[config.mk]
export PLATFORM = sky130hd
export DESIGN_NAME = nes_pad_responder_flat
export DESIGN_NICKNAME = d
export VERILOG_FILES = /design/src/rtl/nes_pad_responder_pkg.sv /design/src/rtl/nes_pad_responder_if.sv /design/src/rtl/nes_edge_sync.sv /design/src/rtl/nes_pad_responder.sv /design/src/flat_wrapper.sv
export SDC_FILE = /design/constraint.sdc
export NUM_CORES = 1
export LEC_CHECK = 0
export CORE_UTILIZATION = 48
export CTS_CLUSTER_SIZE = 30
export DETAILED_ROUTE_END_ITERATION = 10
export GPL_TIMING_DRIVEN = 0
export HOLD_SLACK_MARGIN = 0.1
export PLACE_DENSITY = 0.75
export SETUP_SLACK_MARGIN = 0.2
export SYNTH_ARGS = -nofsm -noshare
export SYNTH_HDL_FRONTEND = slang
export SYNTH_SLANG_ARGS = --single-unit
export TNS_END_PERCENT = 100
[constraint.sdc]
create_clock -name clk -period 1.5 [get_ports clk]
set_clock_uncertainty 0.05 [all_clocks]
set_input_delay 0.225 -clock clk [delete_from_list [all_inputs] [get_ports clk]]
set_output_delay 0.225 -clock clk [all_outputs]
set_load 0.005 [all_outputs]
[src/rtl/nes_pad_responder_pkg.sv]
`default_nettype none
// ============================================================================
// Package  : nes_pkg
// Brief    : Shared NES pad constants, FSM state encoding and turbo helper,
//            common to the console-side responder and the input-side receiver.
// Revision : 1.0 - initial release
// ============================================================================
package nes_pkg;

    localparam int NES_NUM_BUTTONS = 8;

    localparam int BTN_A      = 0;
    localparam int BTN_B      = 1;
    localparam int BTN_SELECT = 2;
    localparam int BTN_START  = 3;
    localparam int BTN_UP     = 4;
    localparam int BTN_DOWN   = 5;
    localparam int BTN_LEFT   = 6;
    localparam int BTN_RIGHT  = 7;

    localparam int             NES_CNT_W          = 4;
    localparam logic [NES_CNT_W-1:0] NES_BITS_PER_FRAME = 4'd8;
    localparam logic [NES_CNT_W-1:0] NES_LAST_BIT       = 4'd7;

    typedef enum logic [1:0] {
        ST_IDLE  = 2'd0,
        ST_LOAD  = 2'd1,
        ST_SHIFT = 2'd2,
        ST_DONE  = 2'd3
    } nes_state_e;

    // A and B are suppressed during the "off" half of the turbo cycle when enabled.
    function automatic logic [NES_NUM_BUTTONS-1:0] turbo_gate(
        input logic [NES_NUM_BUTTONS-1:0] buttons,
        input logic [1:0]                 mask,
        input logic                       phase
    );
        logic [NES_NUM_BUTTONS-1:0] eff;
        eff        = buttons;
        eff[BTN_A] = buttons[BTN_A] & (phase | ~mask[0]);
        eff[BTN_B] = buttons[BTN_B] & (phase | ~mask[1]);
        return eff;
    endfunction

endpackage : nes_pkg
`default_nettype wire

[src/rtl/nes_pad_responder_if.sv]
`default_nettype none
// ============================================================================
// Interface : nes_pad_responder_if
// Brief     : Console-side serial lines plus local pad state for the responder.
// Revision  : 1.0 - initial release
// ============================================================================
interface nes_pad_responder_if;
    import nes_pkg::*;

    logic                       nes_latch;
    logic                       nes_clk;
    logic [NES_NUM_BUTTONS-1:0] buttons;
    logic [1:0]                 turbo_mask;
    logic                       nes_data;
    logic                       frame_strobe;
    logic                       busy;

    // master: the console/pad environment; slave: the responder itself
    modport master (
        output nes_latch,
        output nes_clk,
        output buttons,
        output turbo_mask,
        input  nes_data,
        input  frame_strobe,
        input  busy
    );

    modport slave (
        input  nes_latch,
        input  nes_clk,
        input  buttons,
        input  turbo_mask,
        output nes_data,
        output frame_strobe,
        output busy
    );

endinterface : nes_pad_responder_if
`default_nettype wire

[src/rtl/nes_edge_sync.sv]
`default_nettype none
// ============================================================================
// Module   : nes_edge_sync
// Brief    : Multi-flop synchronizer followed by a single edge-detect flop.
// Revision : 1.0 - initial release
// ============================================================================
module nes_edge_sync #(
    parameter int SYNC_STAGES = 2
) (
    input  wire logic clk,
    input  wire logic reset,
    input  wire logic i_d,
    output logic      o_level,
    output logic      o_rise,
    output logic      o_fall
);

    // Fewer than two stages is not a safe synchronizer; clamp silently.
    localparam int c_stages = (SYNC_STAGES < 2) ? 2 : SYNC_STAGES;

    logic [c_stages-1:0] r_sync;
    logic                r_prev;

    always_ff @(posedge clk) begin
        if (!reset) begin
            r_sync <= '0;
            r_prev <= 1'b0;
        end else begin
            r_sync <= {r_sync[c_stages-2:0], i_d};
            r_prev <= r_sync[c_stages-1];
        end
    end

    assign o_level = r_sync[c_stages-1];
    assign o_rise  =  o_level & ~r_prev;
    assign o_fall  = ~o_level &  r_prev;

endmodule : nes_edge_sync
`default_nettype wire

[src/rtl/nes_pad_responder.sv]
`default_nettype none
// ============================================================================
// Module   : nes_pad_responder
// Brief    : NES controller emulation: latches pad state and shifts it out on
//            the console clock. Define NES_TURBO_EN to enable A/B turbo.
// Revision : 1.0 - initial release
// ============================================================================
module nes_pad_responder
    import nes_pkg::*;
#(
    parameter int   SYNC_STAGES  = 2,
    parameter logic FILL_LEVEL   = 1'b0,
    parameter int   TURBO_PERIOD = 4
) (
    input wire logic           clk,
    input wire logic           reset,
    nes_pad_responder_if.slave bus
);

    logic w_latch_lvl;
    logic w_latch_fall;
    logic w_nclk_rise;
    logic w_unused_latch_rise;
    logic w_unused_nclk_lvl;
    logic w_unused_nclk_fall;

    nes_edge_sync #(.SYNC_STAGES(SYNC_STAGES)) u_latch_sync (
        .clk     (clk),
        .reset   (reset),
        .i_d     (bus.nes_latch),
        .o_level (w_latch_lvl),
        .o_rise  (w_unused_latch_rise),
        .o_fall  (w_latch_fall)
    );

    nes_edge_sync #(.SYNC_STAGES(SYNC_STAGES)) u_nclk_sync (
        .clk     (clk),
        .reset   (reset),
        .i_d     (bus.nes_clk),
        .o_level (w_unused_nclk_lvl),
        .o_rise  (w_nclk_rise),
        .o_fall  (w_unused_nclk_fall)
    );

    nes_state_e                 r_state;
    nes_state_e                 w_state_next;
    logic [NES_NUM_BUTTONS-1:0] r_shift;
    logic [NES_NUM_BUTTONS-1:0] w_shift_next;
    logic [NES_CNT_W-1:0]       r_count;
    logic [NES_CNT_W-1:0]       w_count_next;
    logic                       r_strobe;
    logic                       w_strobe_next;
    logic                       w_frame_start;
    logic [NES_NUM_BUTTONS-1:0] w_eff;

`ifdef NES_TURBO_EN
    localparam int c_turbo_w = (TURBO_PERIOD > 1) ? $clog2(TURBO_PERIOD) : 1;
    localparam logic [c_turbo_w-1:0] c_turbo_last = c_turbo_w'(TURBO_PERIOD - 1);

    logic [c_turbo_w-1:0] r_turbo_cnt;
    logic                 r_turbo_phase;

    // Turbo advances once per captured frame, not per system clock.
    always_ff @(posedge clk) begin
        if (!reset) begin
            r_turbo_cnt   <= '0;
            r_turbo_phase <= 1'b1;
        end else if (w_frame_start) begin
            if (r_turbo_cnt == c_turbo_last) begin
                r_turbo_cnt   <= '0;
                r_turbo_phase <= ~r_turbo_phase;
            end else begin
                r_turbo_cnt <= r_turbo_cnt + 1'b1;
            end
        end
    end

    assign w_eff = turbo_gate(bus.buttons, bus.turbo_mask, r_turbo_phase);
`else
    logic w_unused_turbo_mask;

    assign w_eff               = bus.buttons;
    assign w_unused_turbo_mask = ^bus.turbo_mask;
`endif

    // Latch level overrides everything, which also resolves a simultaneous
    // latch-rise / clock-rise in favour of the reload.
    always_comb begin
        w_state_next  = r_state;
        w_shift_next  = r_shift;
        w_count_next  = r_count;
        w_strobe_next = 1'b0;
        w_frame_start = 1'b0;

        if (w_latch_lvl) begin
            w_state_next = ST_LOAD;
            w_shift_next = ~w_eff;
            w_count_next = '0;
        end else begin
            case (r_state)
                ST_LOAD: begin
                    if (w_latch_fall) begin
                        w_state_next  = ST_SHIFT;
                        w_count_next  = '0;
                        w_strobe_next = 1'b1;
                        w_frame_start = 1'b1;
                    end else begin
                        w_state_next = ST_IDLE;
                    end
                end
                ST_SHIFT: begin
                    if (w_nclk_rise) begin
                        w_shift_next = {FILL_LEVEL, r_shift[NES_NUM_BUTTONS-1:1]};
                        if (r_count < NES_BITS_PER_FRAME) begin
                            w_count_next = r_count + 4'd1;
                        end
                        if (r_count == NES_LAST_BIT) begin
                            w_state_next = ST_DONE;
                        end
                    end
                end
                ST_DONE: begin
                    w_state_next = ST_DONE;
                end
                default: begin
                    w_state_next = ST_IDLE;
                end
            endcase
        end
    end

    always_ff @(posedge clk) begin
        if (!reset) begin
            r_state  <= ST_IDLE;
            r_shift  <= '1;
            r_count  <= '0;
            r_strobe <= 1'b0;
        end else begin
            r_state  <= w_state_next;
            r_shift  <= w_shift_next;
            r_count  <= w_count_next;
            r_strobe <= w_strobe_next;
        end
    end

    // After eight shifts the register is all FILL_LEVEL, so bit 0 doubles as DONE fill.
    assign bus.nes_data     = r_shift[0];
    assign bus.frame_strobe = r_strobe;
    assign bus.busy         = (r_state == ST_SHIFT);

endmodule : nes_pad_responder
`default_nettype wire

[src/flat_wrapper.sv]
// flat-port wrapper written by rule: the top's interface ports become plain ports
module nes_pad_responder_flat import nes_pkg::*;
#(
    parameter int   SYNC_STAGES  = 2,
    parameter logic FILL_LEVEL   = 1'b0,
    parameter int   TURBO_PERIOD = 4
)
  (clk, reset, bus_nes_latch, bus_nes_clk, bus_buttons, bus_turbo_mask, bus_nes_data, bus_frame_strobe, bus_busy);
  nes_pad_responder_if bus_i ();
  input wire logic clk;
  input wire logic reset;
  input wire logic [$bits(bus_i.nes_latch)-1:0] bus_nes_latch;
  input wire logic [$bits(bus_i.nes_clk)-1:0] bus_nes_clk;
  input wire logic [$bits(bus_i.buttons)-1:0] bus_buttons;
  input wire logic [$bits(bus_i.turbo_mask)-1:0] bus_turbo_mask;
  output wire logic [$bits(bus_i.nes_data)-1:0] bus_nes_data;
  output wire logic [$bits(bus_i.frame_strobe)-1:0] bus_frame_strobe;
  output wire logic [$bits(bus_i.busy)-1:0] bus_busy;
  assign bus_i.nes_latch = bus_nes_latch;
  assign bus_i.nes_clk = bus_nes_clk;
  assign bus_i.buttons = bus_buttons;
  assign bus_i.turbo_mask = bus_turbo_mask;
  assign bus_nes_data = bus_i.nes_data;
  assign bus_frame_strobe = bus_i.frame_strobe;
  assign bus_busy = bus_i.busy;
  nes_pad_responder #(.SYNC_STAGES(SYNC_STAGES), .FILL_LEVEL(FILL_LEVEL), .TURBO_PERIOD(TURBO_PERIOD)) u_core (.clk(clk), .reset(reset), .bus(bus_i));
endmodule
==> qor.yml, run 1 <==
status: "complete, no violations"
synth_edf_count: 0
yosys_most_used_dff: "dfxtp_1"
cts_sinks: 21
cap_violations: 0
synth_most_common_cell: "dfxtp_1"
place_ws_ps: -109
dp_hpwl_um: 1130
synth_top_cell_by_area: "dfxtp_1"
cts_tree: "done"
cts-htree-levels: 1
insertion_delay_ps: 310
nets: 126
avgSynthCellArea_um2: 9.80
coreArea_mm2: 0.00159
async_reset_ff_share_pct: 0
hold_viol_final: 0
first_pass_iters: 4
period_minus_slack_ps: 1330
slowest_delay_ps: 370
first_global_vias: 619
rows: 14
cp_slowest_cell: "dfxtp_4"
track_usage_pct: 19.3
hold_class: "flip-flop to flip-flop"
ys_types: 28
endpoint_kind: "flip-flop"
worst_slew_pin_slew_ps: 296
path_class: "flip-flop to flip-flop"
rr_endpoint: "u_core.r_shift[3]"
cp.arrival_ps: 1470
power_mw: 0.926
n_antenna_cell: 0
synth_seq_cells: 21
crit_cells: 5
rsz0062_at_grt: "true"
cts_hold_buf: 0
finalSetupViolations: 0
worst_slack_ps: 173
hold_ws_ps: 403
drt_iter0_markers: 17
clk_pin_slew_worst_paths_ps: 120
syn-instance-count: 88
startpoint: "u_core.r_state[1]"
min_from: "u_core.u_latch_sync.r_sync[0]"
io_buffers: 14
gp_congestion: 0.791
reg2reg_depth: 5
grt_max_degree: 12
die_area_mm2: 0.00197
yosys-top-cells-area: "dfxtp_1 (49%), mux2i_1 (8.1%), and2_1 (4.4%), a21oi_1 (4.1%), and3_1 (2.9%)"
antenna_found_initial: 0
root_buffer: "clkbuf_4"
power_density_mw_per_mm2: 827
netlist_area_um2: 862
final-seq-area_um2: 429
cts_buffers: 3
slew_viol_final: 0
cp_max_fo: 6
wl_per_cell_um: 12.5
synth_top_cell_area_share_pct: 48.8
via_per_inst: 5.30
grt_pass1_wl_um: 2720
drc: 0
start_util_pct: 54.1
wl_um: 1670
syn_to_final_growth_pct: 29.9
clockBufferDepth: 2
multi_input_area_um2: 428
leakage_nw: 0.411
die_h_um: 44.4
finalCritPeriodShare_pct: 88.5
fill_cells: 140
peakVddDrop_mv: 0.579
cp-start-kind: "flip-flop"
ant_nets: 0
vias: 710
grt.overflow.total: 0
worstPathCellList: "buf_6 -> and4bb_2 -> buf_6 -> mux2i_1 -> a22oi_1"
critPathTopFamily: "flip-flops"
r2r_slack_ps: 170
die_x_um: 44.4
crit_path_end: "u_core.r_shift[3]"
synth_nets: 103
cp.required_ps: 1650
slew_headroom_pct: 80.3
rr_startpoint: "u_core.r_state[1]"
ys_top_cells_by_count: "dfxtp_1 (21), a21oi_1 (7), mux2i_1 (7)"
yosysWarnings: 0
ys_seq_area_share_pct: 48.8
final_layout_size_suffix_gt1_share_pct: 18.2
crit_buf_inv: 2
max_freq_ghz: 0.753
io_pins: 17
critPathMostFrequentCell: "buf_6"
==> metrics by stage <==
stage | setup TNS (ps) | util, % | std cells | area [um^2]
after floorplan | 0 | - | 88 | 862
after global placement | -318 | 64.8 | 126 | 1030
after detailed placement | -517 | 64.8 | 126 | 1030
after CTS | 0 | 68.7 | 133 | 1090
after global routing | 0 | 70.3 | 134 | 1120
final | 0 | 70.3 | 134 | 1120
==> layer usage <==
| layer | up-vias | share of wire, % | global-route usage, % |
|---|---|---|---|
| met4 | 0 | 1.6 | 9.09 |
| met2 | 16 | 45 | 30.0 |
| met5 | - | 0 | 0 |
| met3 | 4 | 3.3 | 3.67 |
| li1 | 361 | - | - |
| met1 | 329 | 50 | 26.0 |
==> worst min-delay path by stage <==
stage	slack, ps	end	depth (start not counted)
global placement	370	u_core.u_latch_sync.r_sync[1]	1
global route	420	u_core.u_latch_sync.r_sync[1]	1
finish	400	u_core.u_latch_sync.r_sync[1]	1
floorplan	290	u_core.r_shift[3]	1
detailed placement	380	u_core.u_latch_sync.r_sync[1]	1
CTS	410	u_core.u_latch_sync.r_sync[1]	1
==> worst reg2reg max path: stages, from the launching register on <==
cell	delay [ps]
dfxtp_4	370
buf_6	100
and4bb_2	280
buf_6	150
mux2i_1	190
a22oi_1	80
==> cells in the final DEF, fill, tap and decap left out, types with 4 or more instances in the layout <==
cell type | synthesis | final
dfxtp_1 | 21 | 16
clkdlybuf4s50_1 | 0 | 11
mux2i_1 | 7 | 7
and2_1 | 6 | 6
a21oi_1 | 7 | 6
nand3_1 | 5 | 5
nand2_1 | 4 | 4
and3_1 | 4 | 4
dfxtp_2 | 0 | 4
==> report_power, final <==
part | leakage [nW] | switching (mW) | internal [mW]
registers | 0.173 | 0.0108 | 0.571
logic | 0.223 | 0.0226 | 0.0425
clock network | 0.0150 | 0.175 | 0.104
==> timing repair <==
action | CTS | global route
pin swaps | 0 | 5
gates cloned | 1 | 0
endpoints found under the hold margin | 0 | 0
setup endpoints to repair | 11 | 16
setup buffers | 2 | 1
resized for setup | 11 | 10
==> final cells by class <==
class,instances,area share (%)
buffer,5,2.57
clock buffer,4,2.35
inverter,2,0.670
multi-input combinational,60,38.2
sequential,21,38.3
tap,24,2.68
timing repair buffer,18,15.2
==> registers in the layout, summed over array words and instances (netlist names) <==
register,flops
u_core.r_shift,8
u_core.r_count,4
u_core.r_state,2
u_core.u_latch_sync.r_sync,2
u_core.u_nclk_sync.r_sync,2
u_core.bus.frame_strobe,1
u_core.u_latch_sync.r_prev,1
u_core.u_nclk_sync.r_prev,1
==> logic make-up (layout without fill, tap and decap cells) <==
| logic type | count (synthesis) | in the layout | share of synthesized area, % |
|---|---|---|---|
| adder cells (fa/ha/maj) | 1 | 1 | 1.45 |
| AO/OA/AOI/OAI | 17 | 17 | 12.2 |
| AND/OR/NAND/NOR | 35 | 35 | 25.4 |
| buffers and inverters | 7 | 29 | 4.06 |
| multiplexers | 7 | 7 | 8.13 |
| flip-flops | 21 | 21 | 48.8 |
Power figures use the tool's default switching activity.
==> inputs of run 2 (changes only) <==
- SLEW_MARGIN: unset -> 0
==> results of run 2 <==
Final layout, timing and power as in run 1 (identical DEF).
